===== config.mk =====
export PLATFORM = sky130hd
export DESIGN_NAME = uart_rx_flat
export DESIGN_NICKNAME = d
export VERILOG_FILES = /design/src/rtl/uart_rx_if.sv /design/src/rtl/uart_rx.sv /design/src/flat_wrapper.sv
export SDC_FILE = /design/constraint.sdc
export NUM_CORES = 1
export LEC_CHECK = 0
export BUFFER_PORTS_ARGS = -buffer_cell sky130_fd_sc_hd__buf_2
export CORE_MARGIN = 2
export CORE_UTILIZATION = 25
export CTS_BUF_LIST = sky130_fd_sc_hd__clkbuf_8
export DETAILED_ROUTE_END_ITERATION = 10
export PLACE_DENSITY_LB_ADDON = 0.15
export SYNTH_ARGS = -nofsm -noshare
export SYNTH_HDL_FRONTEND = slang
export SYNTH_SLANG_ARGS = --single-unit

===== constraint.sdc =====
create_clock -name clk -period 1.9 [get_ports clk]
set_clock_uncertainty 0.05 [all_clocks]
set_input_delay 0.285 -clock clk [delete_from_list [all_inputs] [get_ports clk]]
set_output_delay 0.285 -clock clk [all_outputs]
set_load 0.01 [all_outputs]

===== src/rtl/uart_rx_if.sv =====
// UART receiver signal bundle: serial line in, byte strobe out.
interface uart_rx_if;
  logic       rx;
  logic [7:0] op_data;
  logic       op_flag;
  logic       frame_err;
  logic       busy;

  modport master (
    output rx,
    input  op_data,
    input  op_flag,
    input  frame_err,
    input  busy
  );

  modport slave (
    input  rx,
    output op_data,
    output op_flag,
    output frame_err,
    output busy
  );
endinterface


===== src/rtl/uart_rx.sv =====
// 8N1 UART receiver: sync rx, find start edge, sample mid-bit,
// check stop bit and strobe each good byte for one cycle.
module uart_rx #(
  parameter logic [15:0] BAUD_CNT_MAX = 16'd13_020,
  parameter logic [15:0] SAMPLE_PT    = BAUD_CNT_MAX / 16'd2
) (
  input  logic      clk,
  input  logic      rst_n,
  uart_rx_if.slave  bus
);

  typedef enum logic [1:0] {
    IDLE,
    START,
    DATA,
    STOP
  } state_t;

  state_t      state_q, state_d;
  logic        rx_s1_q, rx_s2_q, rx_s3_q;
  logic [15:0] baud_cnt_q, baud_cnt_d;
  logic [2:0]  bit_cnt_q, bit_cnt_d;
  logic [7:0]  shift_q, shift_d;
  logic [7:0]  data_q, data_d;
  logic        flag_q, flag_d;
  logic        ferr_q, ferr_d;
  logic        fall;
  logic        strobe;

  assign fall   = rx_s3_q & ~rx_s2_q;
  assign strobe = (baud_cnt_q == SAMPLE_PT);

  always_ff @(posedge clk or negedge rst_n) begin
    if (!rst_n) begin
      rx_s1_q <= 1'b1;
      rx_s2_q <= 1'b1;
      rx_s3_q <= 1'b1;
    end else begin
      rx_s1_q <= bus.rx;
      rx_s2_q <= rx_s1_q;
      rx_s3_q <= rx_s2_q;
    end
  end

  always_ff @(posedge clk or negedge rst_n) begin
    if (!rst_n) begin
      state_q    <= IDLE;
      baud_cnt_q <= '0;
      bit_cnt_q  <= '0;
      shift_q    <= '0;
      data_q     <= '0;
      flag_q     <= 1'b0;
      ferr_q     <= 1'b0;
    end else begin
      state_q    <= state_d;
      baud_cnt_q <= baud_cnt_d;
      bit_cnt_q  <= bit_cnt_d;
      shift_q    <= shift_d;
      data_q     <= data_d;
      flag_q     <= flag_d;
      ferr_q     <= ferr_d;
    end
  end

  always_comb begin
    state_d   = state_q;
    bit_cnt_d = bit_cnt_q;
    shift_d   = shift_q;
    data_d    = data_q;
    flag_d    = 1'b0;
    ferr_d    = 1'b0;
    unique case (state_q)
      IDLE: begin
        if (fall) state_d = START;
      end
      START: begin
        if (strobe) begin
          bit_cnt_d = '0;
          state_d   = rx_s2_q ? IDLE : DATA;
        end
      end
      DATA: begin
        if (strobe) begin
          shift_d   = {rx_s2_q, shift_q[7:1]};
          bit_cnt_d = bit_cnt_q + 3'd1;
          if (bit_cnt_q == 3'd7) state_d = STOP;
        end
      end
      STOP: begin
        // Leave mid-stop-bit so a back-to-back start edge is caught.
        if (strobe) begin
          state_d = IDLE;
          if (rx_s2_q) begin
            data_d = shift_q;
            flag_d = 1'b1;
          end else begin
            ferr_d = 1'b1;
          end
        end
      end
      default: state_d = IDLE;
    endcase

    if (state_q == IDLE || state_d == IDLE)
      baud_cnt_d = '0;
    else if (baud_cnt_q == BAUD_CNT_MAX)
      baud_cnt_d = '0;
    else
      baud_cnt_d = baud_cnt_q + 16'd1;
  end

  assign bus.op_data   = data_q;
  assign bus.op_flag   = flag_q;
  assign bus.frame_err = ferr_q;
  assign bus.busy      = (state_q != IDLE);

endmodule

===== src/flat_wrapper.sv =====
// flat-port wrapper written by rule: the top's interface ports become plain ports
module uart_rx_flat 
#(
  parameter logic [15:0] BAUD_CNT_MAX = 16'd13_020,
  parameter logic [15:0] SAMPLE_PT    = BAUD_CNT_MAX / 16'd2
)
  (clk, rst_n, bus_rx, bus_op_data, bus_op_flag, bus_frame_err, bus_busy);
  uart_rx_if bus_i ();
  input  logic clk;
  input  logic rst_n;
  input wire logic [$bits(bus_i.rx)-1:0] bus_rx;
  output wire logic [$bits(bus_i.op_data)-1:0] bus_op_data;
  output wire logic [$bits(bus_i.op_flag)-1:0] bus_op_flag;
  output wire logic [$bits(bus_i.frame_err)-1:0] bus_frame_err;
  output wire logic [$bits(bus_i.busy)-1:0] bus_busy;
  assign bus_i.rx = bus_rx;
  assign bus_op_data = bus_i.op_data;
  assign bus_op_flag = bus_i.op_flag;
  assign bus_frame_err = bus_i.frame_err;
  assign bus_busy = bus_i.busy;
  uart_rx #(.BAUD_CNT_MAX(BAUD_CNT_MAX), .SAMPLE_PT(SAMPLE_PT)) u_core (.clk(clk), .rst_n(rst_n), .bus(bus_i));
endmodule

==> summary.md, run 1 <==
| Metric | Value |
|---|---|
| Status | `finished, final reports clean` |
| Proportion of synthesized flip-flops having asynchronous set or reset | `100.0%` |
| First-pass GRT wire length | `7659 um` |
| Clock tree from TritonCTS | `built` |
| Worst Setup Path Type | `flop to flop` |
| Post-synthesis instance area | `2136 sq um` |
| Cell with the most instances after synthesis | `sky130_fd_sc_hd__dfrtp_1` |
| Slew of the pin with the lowest slew margin | `0.4869 ns` |
| Overall die width | `96.43 um` |
| Sink count of the clock tree | `42` |
| Maximum net fanout on the critical path | `8` |
| Final HPWL from detailed placement | `3223 um` |
| Mean number of vias per cell | `4.493` |
| Area taken by flip-flops and latches | `1055 sq um` |
| Worst hold slack across all endpoints | `0.02281 ns` |
| Data arrival time of the critical path | `1.97 ns` |
| Routability-driven placement congestion ratio | `0.7881` |
| Biggest area consumer among synthesized cells | `sky130_fd_sc_hd__dfrtp_1` |
| Final #Nets | `246` |
| DIE AREA | `9299 sq um` |
| Post-Syn Instances | `187` |
| Crit start category | `flop` |
| Number of distinct library cells after synthesis | `46` |
| Largest net degree at the start of global routing | `43` |
| Via count | `1523` |
| Die Y-Extent | `96.43 um` |
| Count of final setup violators | `0` |
| Initial DRC count | `40` |
| Clock period minus final worst setup slack | `1.837 ns` |
| Total global routing overflow | `0` |
| Count of endpoints failing hold in the final timing report | `0` |
| Worst-case setup slack after placement | `0.02739 ns` |
| Cell Rows | `33` |
| Cell at the root of the clock tree | `sky130_fd_sc_hd__clkbuf_8` |
| Critical path, cell by cell | `inv_2, ha_4, and4b_1, nand4_1, or2_2, mux2_4` |
| Fin area | `2755 sq um` |
| Leading cell types by total area after synthesis | `sky130_fd_sc_hd__dfrtp_1 (46%), sky130_fd_sc_hd__ha_1 (5.9%), sky130_fd_sc_hd__mux2_4 (5.6%), sky130_fd_sc_hd__mux2_2 (4.2%), sky130_fd_sc_hd__xnor2_1 (4.1%)` |
| Top cells by instance count after synthesis | `sky130_fd_sc_hd__dfrtp_1 (39), sky130_fd_sc_hd__nor2_1 (19), sky130_fd_sc_hd__nand2_1 (14)` |
| Drt drc | `0` |
| Inserted Clock Buffers | `5` |
| Clock Path Buffers | `2` |
| Post-synthesis sequential area ratio | `49.38%` |
| Placed standard-cell area | `2516 sq um` |
| Worst min-delay path class | `input port to flop` |
| Commonest register cell after synthesis | `sky130_fd_sc_hd__dfrtp_1` |
| Later-pin clock latency in the skew report | `0.30 ns` |
| Period utilization | `96.70%` |
| Antenna Diode Count | `0` |
| Relative area change from synthesis to final layout | `29.00%` |
| Slew Viols, Final | `0` |
| Worst Path Required | `2.04 ns` |
| Max Fclk | `544.3 MHz` |
| Largest stage delay on the critical path | `0.44 ns` |
| DR WL/cell | `14.08 um` |
| Post-layout worst setup margin | `0.06274 ns` |
| Area of the multi-input gates | `1099 sq um` |
| Pre-antenna DRT Iters | `4` |
| Crit path max-delay cell type | `sky130_fd_sc_hd__or2_2` |
| Port buffer count | `13` |
| Number of flops mapped to enable cells by yosys | `0` |
| Filler instances | `856` |
| Max rail drop VDD | `0.0002838 V` |
| Overall routed net length | `4773 um` |
| Cell Pwr Density | `806.2 nW/um^2` |
| All-layer global routing usage | `10.88%` |
| Initial antenna violation count | `0` |
| Number of I/O pins | `14` |
| Leakage power summed over all cells | `1.281 nW` |
| Level count of the clock H-tree | `2` |
| Yosys warns | `0` |
| Number of max-capacitance violations reported | `0` |
| Antenna Nets Post-Route | `0` |
| Starting utilization of the core area | `25.86%` |
| Unrepaired setup endpoints after global routing | `true` |
| Core outline area | `8258 sq um` |
| Remaining max-slew budget at the tightest pin | `67.24%` |
| Seq cells post-synth | `42` |
| Via count of the first global-routing pass | `1514` |
| Clock Pin Slew Worst Setup and Hold Paths | `0.09 ns` |
| Syn Nets | `200` |
| Crit. End Element | `flop` |
| Share of Yosys cell area claimed by the top area cell type | `45.69%` |
| Layout cell share with drive strength beyond 1 | `37.18%` |
| Synthesized area per cell | `11.42 sq um` |
[cells by family (layout without fill, tap and decap cells)]
logic type	after synthesis	after routing	synth area share (%)
buf+inv	13	60	3.105
xor+xnor	13	13	5.331
simple gates	72	72	19.51
fa+ha+maj	10	10	5.858
flops	42	42	49.39
mux	16	16	9.842
compound gates	21	21	6.972
[metrics by stage]
step	std cells	total power [W]	util [%]	TNS (ns)
after floorplan	187	0.001240	-	0
after global placement	326	0.001509	30.47	0
after detailed placement	326	0.001502	30.47	0
after CTS	335	0.002136	31.73	0
after global routing	339	0.002367	33.36	-0.2455
final	339	0.002221	33.36	0
[state kept, by name, indices dropped and copies added (netlist names), 2 cells and up]
| signal | flops |
|---|---|
| u_core.state_q | 2 |
| u_core.baud_cnt_q | 16 |
| u_core.shift_q | 8 |
| u_core.bus.op_data | 8 |
| u_core.bit_cnt_q | 3 |
[layout by cell type (no fill, tap or decap), types with 3 or more instances in the layout]
master,count
sky130_fd_sc_hd__a21oi_1,3
sky130_fd_sc_hd__buf_2,13
sky130_fd_sc_hd__buf_4,26
sky130_fd_sc_hd__clkbuf_8,5
sky130_fd_sc_hd__dfrtp_1,39
sky130_fd_sc_hd__dfstp_2,3
sky130_fd_sc_hd__ha_1,7
sky130_fd_sc_hd__inv_1,7
sky130_fd_sc_hd__mux2_2,8
sky130_fd_sc_hd__mux2_4,8
sky130_fd_sc_hd__nand2_1,14
sky130_fd_sc_hd__nand3_1,4
sky130_fd_sc_hd__nand4_1,3
sky130_fd_sc_hd__nand4b_1,3
sky130_fd_sc_hd__nor2_1,18
sky130_fd_sc_hd__nor3_1,4
sky130_fd_sc_hd__o21ai_0,3
sky130_fd_sc_hd__xnor2_1,10
sky130_fd_sc_hd__xor2_1,3
[metal layers]
layer	GRT usage, %	wire, um	vias up	share of wire (%)
li1	-	-	754	-
met1	14.71	2385	745	50
met2	17.19	2192	17	46
met3	2.793	137	7	2.9
met4	3.169	57	0	1.2
met5	0	0	-	0
[cell type report]
class | count | share of cell area [%]
multi-input combinational | 132 | 39.87
sequential | 42 | 38.28
timing repair buffer | 44 | 12.58
tap | 105 | 4.768
clock buffer | 5 | 2.498
inverter | 8 | 1.090
clock inverter | 3 | 0.9083
[final timing paths]
| kind | from | to | slack, ns | cells after the start |
|---|---|---|---|---|
| max | u_core.baud_cnt_q[0] | u_core.shift_q[0] | 0.06 | 6 |
| min | bus_rx | u_core.rx_s1_q | 0.02 | 1 |
| max reg2reg | u_core.baud_cnt_q[0] | u_core.shift_q[0] | 0.06 | 6 |
| min reg2reg | u_core.rx_s1_q | u_core.rx_s2_q | 0.31 | 0 |
| max in group asynchronous | rst_n | u_core.rx_s3_q | 1.08 | 3 |
| min in group asynchronous | rst_n | u_core.bit_cnt_q[0] | 0.44 | 3 |
[worst max-delay path: cells and delay by family (launching register included)]
kind | cells | cell delay [ns]
buf+inv | 1 | 0.09
mux | 1 | 0.33
simple gates | 3 | 0.73
flops | 1 | 0.40
fa+ha+maj | 1 | 0.13
[power by group]
part	switching [W]	internal (W)
combinational	0.000344	0.000314
sequential	0.0000285	0.000926
clock	0.000343	0.000266
total	0.000716	0.00150
[what timing repair did]
action                                 in CTS  in global routing
resized for setup                           0                 19
hold buffers                                1                  0
endpoints found under the hold margin      39                  0
setup buffers                               0                  3
setup endpoints to repair                   0                 30
No activity file was read; power rests on OpenSTA's default activity.
==> run 2: changes to the inputs <==
==> constraint.sdc (replaced) <==
create_clock -name clk -period 1.56 [get_ports clk]
set_clock_uncertainty 0.05 [all_clocks]
set_input_delay 0.234 -clock clk [delete_from_list [all_inputs] [get_ports clk]]
set_output_delay 0.234 -clock clk [all_outputs]
set_load 0.01 [all_outputs]
==> run 2 against run 1 <==
Effect of this change: the flow now finishes with violations (setup timing); worst hold slack better by 0.29 ns; clock power increased by 22%; sequential power grew 23%; critical path type unchanged; highest routed layer unchanged.
==> summary.md, run 2 (synthesized netlist as in run 1, its figures left out) <==
| Metric | Value |
|---|---|
| Crit path max-delay cell type | `sky130_fd_sc_hd__dfrtp_1` |
| Crit path max-delay family | `simple AND/OR/NAND/NOR gates` |
| Switching power total | `0.0009395 W` |
| Number of I/O pins | `14` |
| Worst Setup Path Type | `flop to flop` |
| Filler instances | `850` |
| Via count | `1642` |
| Largest stage delay on the critical path | `0.40 ns` |
| Max Fclk | `527.9 MHz` |
| Remaining max-slew budget at the tightest pin | `74.40%` |
| Initial antenna violation count | `0` |
| Setup slack of the worst register-to-register path | `-0.33 ns` |
| Count of final setup violators | `38` |
| Launching instance or port of the critical path | `u_core.baud_cnt_q[0]` |
| Register with the most flip-flops | `u_core.baud_cnt_q` |
| Most common cell after layout, fill and taps aside | `sky130_fd_sc_hd__buf_4` |
| Status | `complete, but fails checks` |
| Unrepaired setup endpoints after global routing | `true` |
| Worst Path Required | `1.70 ns` |
| Drt drc | `0` |
| Count of endpoints failing hold in the final timing report | `0` |
| Crit. End Element | `flop` |
| Core outline area | `8258 sq um` |
| Clock group share of total power | `25.7%` |
| Inserted Clock Buffers | `5` |
| Worst min-delay path class | `input port to async pin` |
| Share of the core filled with cells | `36.89%` |
| Part of the total power dissipated in sequential elements | `40.6%` |
| Setup tns final | `-9.675 ns` |
| Clock Path Buffers | `2` |
| Sink count of the clock tree | `42` |
| Maximum net fanout on the critical path | `8` |
| GRT met1 Usage | `16.20%` |
| Met2 routing resource usage after global routing | `19.10%` |
| Slew Viols, Final | `0` |
| Mean number of vias per cell | `4.511` |
| Final #Nets | `271` |
| Layout cell share with drive strength beyond 1 | `49.03%` |
| Max FFs per register | `16` |
| Clock tree from TritonCTS | `built` |
| Met3 Use GR | `2.948%` |
| Relative area change from synthesis to final layout | `42.65%` |
| Peak-usage layer in the global routing report | `met2` |
| First-pass GRT wire length | `8459 um` |
| Pre-antenna DRT Iters | `4` |
| All-layer global routing usage | `11.95%` |
| Number of max-capacitance violations reported | `0` |
| Post-layout worst setup margin | `-0.3344 ns` |
| Largest net degree at the start of global routing | `32` |
| Later-pin clock latency in the skew report | `0.30 ns` |
| Max rail drop VDD | `0.0003320 V` |
| Starting utilization of the core area | `25.86%` |
| DIE AREA | `9299 sq um` |
| Antenna Diode Count | `0` |
| Overall die width | `96.43 um` |
| Leakage power summed over all cells | `1.404 nW` |
| Total global routing overflow | `0` |
| Cell Pwr Density | `945.0 nW/um^2` |
| Die Y-Extent | `96.43 um` |
| Critical path, cell by cell | `inv_2, ha_4, and4b_1, nand4_1, buf_4, or2_4, mux2_4` |
| Period utilization | `121.4%` |
| Startpoint of the lowest-slack register-to-register path | `u_core.baud_cnt_q[0]` |
| Final HPWL from detailed placement | `3534 um` |
| Buffers plus inverters on the worst setup path | `2` |
| Initial DRC count | `42` |
| Level count of the clock H-tree | `2` |
| Cell Rows | `33` |
| Internal power consumption | `0.001939 W` |
| DR WL/cell | `13.79 um` |
| Failing checks | `setup timing` |
| Data arrival time of the critical path | `2.04 ns` |
| Clock period minus final worst setup slack | `1.894 ns` |
| Slew of the pin with the lowest slew margin | `0.3804 ns` |
| Crit start category | `flop` |
| Clock Pin Slew Worst Setup and Hold Paths | `0.09 ns` |
| Routability-driven placement congestion ratio | `0.8080` |
| Logic gate share of total power | `33.6%` |
| Leading cell types in the layout, fill and taps excluded | `sky130_fd_sc_hd__buf_4 (45), sky130_fd_sc_hd__dfrtp_1 (37), sky130_fd_sc_hd__nor2_1 (17), sky130_fd_sc_hd__mux2_4 (16), sky130_fd_sc_hd__buf_2 (12)` |
| Port buffer count | `13` |
| Cell at the root of the clock tree | `sky130_fd_sc_hd__clkbuf_8` |
| Antenna Nets Post-Route | `0` |
| Via count of the first global-routing pass | `1712` |
| Share of total power consumed by net switching | `32.63%` |
| Overall routed net length | `5021 um` |
## run 2: cell count changes in the layout (fill, tap and decap cells not counted), sizes merged
cell         delta
buf            +25
clkinv          -1
clkinvlp        +1
dlygate4sd3     +1
clkbuf          -1
## run 2: per-stage QoR
step | setup WS, ns | area (sq um) | total power [W] | hold WS, ns | cells
2_1_floorplan | -0.1897 | 2170 | 0.001530 | -0.1116 | 187
3_3_place_gp | -0.3680 | 2710 | 0.001872 | 0.1147 | 347
3_5_place_dp | -0.3740 | 2710 | 0.001862 | 0.1170 | 347
4_1_cts | -0.3134 | 2949 | 0.002771 | 0.3067 | 360
5_1_grt | -0.3970 | 3047 | 0.003055 | 0.3064 | 364
6_report | -0.3344 | 3047 | 0.002879 | 0.3078 | 364
## run 2: metal layers
layer,wire [um],vias up
li1,-,799
met1,2403,822
met2,2437,17
met3,147,4
met4,31,0
met5,0,-
## run 2: final cells by class
type | count | area (sq um) | area share (%)
repair buffers | 69 | 551.8 | 18.11
well taps | 105 | 131.4 | 4.312
clock inverters | 3 | 23.77 | 0.7803
flip-flops and latches | 42 | 1057 | 34.70
multi-input cells | 132 | 1179 | 38.69
inverters | 8 | 35.03 | 1.150
clock buffers | 5 | 68.82 | 2.259
## run 2: final timing paths
check,endpoint,depth (start not counted)
min,u_core.bit_cnt_q[2],2
max in group asynchronous,u_core.rx_s1_q,3
min in group clk,u_core.rx_s2_q,0
max,u_core.shift_q[2],7
max reg2reg,u_core.shift_q[2],7
min reg2reg,u_core.rx_s2_q,0
## run 2: worst register-to-register path, cell delays in order, from the launching register on
cell	delay, ns
sky130_fd_sc_hd__dfrtp_1	0.40
sky130_fd_sc_hd__inv_2	0.08
sky130_fd_sc_hd__ha_4	0.13
sky130_fd_sc_hd__and4b_1	0.21
sky130_fd_sc_hd__nand4_1	0.14
sky130_fd_sc_hd__buf_4	0.17
sky130_fd_sc_hd__or2_4	0.30
sky130_fd_sc_hd__mux2_4	0.32
## run 2: power by group through the flow
stage	combinational, W	sequential [W]	clock, W
after floorplan	0.000343	0.00119	0
after global placement	0.000694	0.00118	0
after global routing	0.00105	0.00117	0.000827
after CTS	0.000836	0.00116	0.000771
after detailed placement	0.000681	0.00118	0
final	0.000969	0.00117	0.000741
## run 2: repair_timing
item,4_1_cts,5_1_grt
setup buffers,3,5
pin swaps,13,10
setup endpoints to repair,39,39
gates cloned,0,0
hold buffers,2,0
endpoints found under the hold margin,12,0
gates resized for setup,30,23
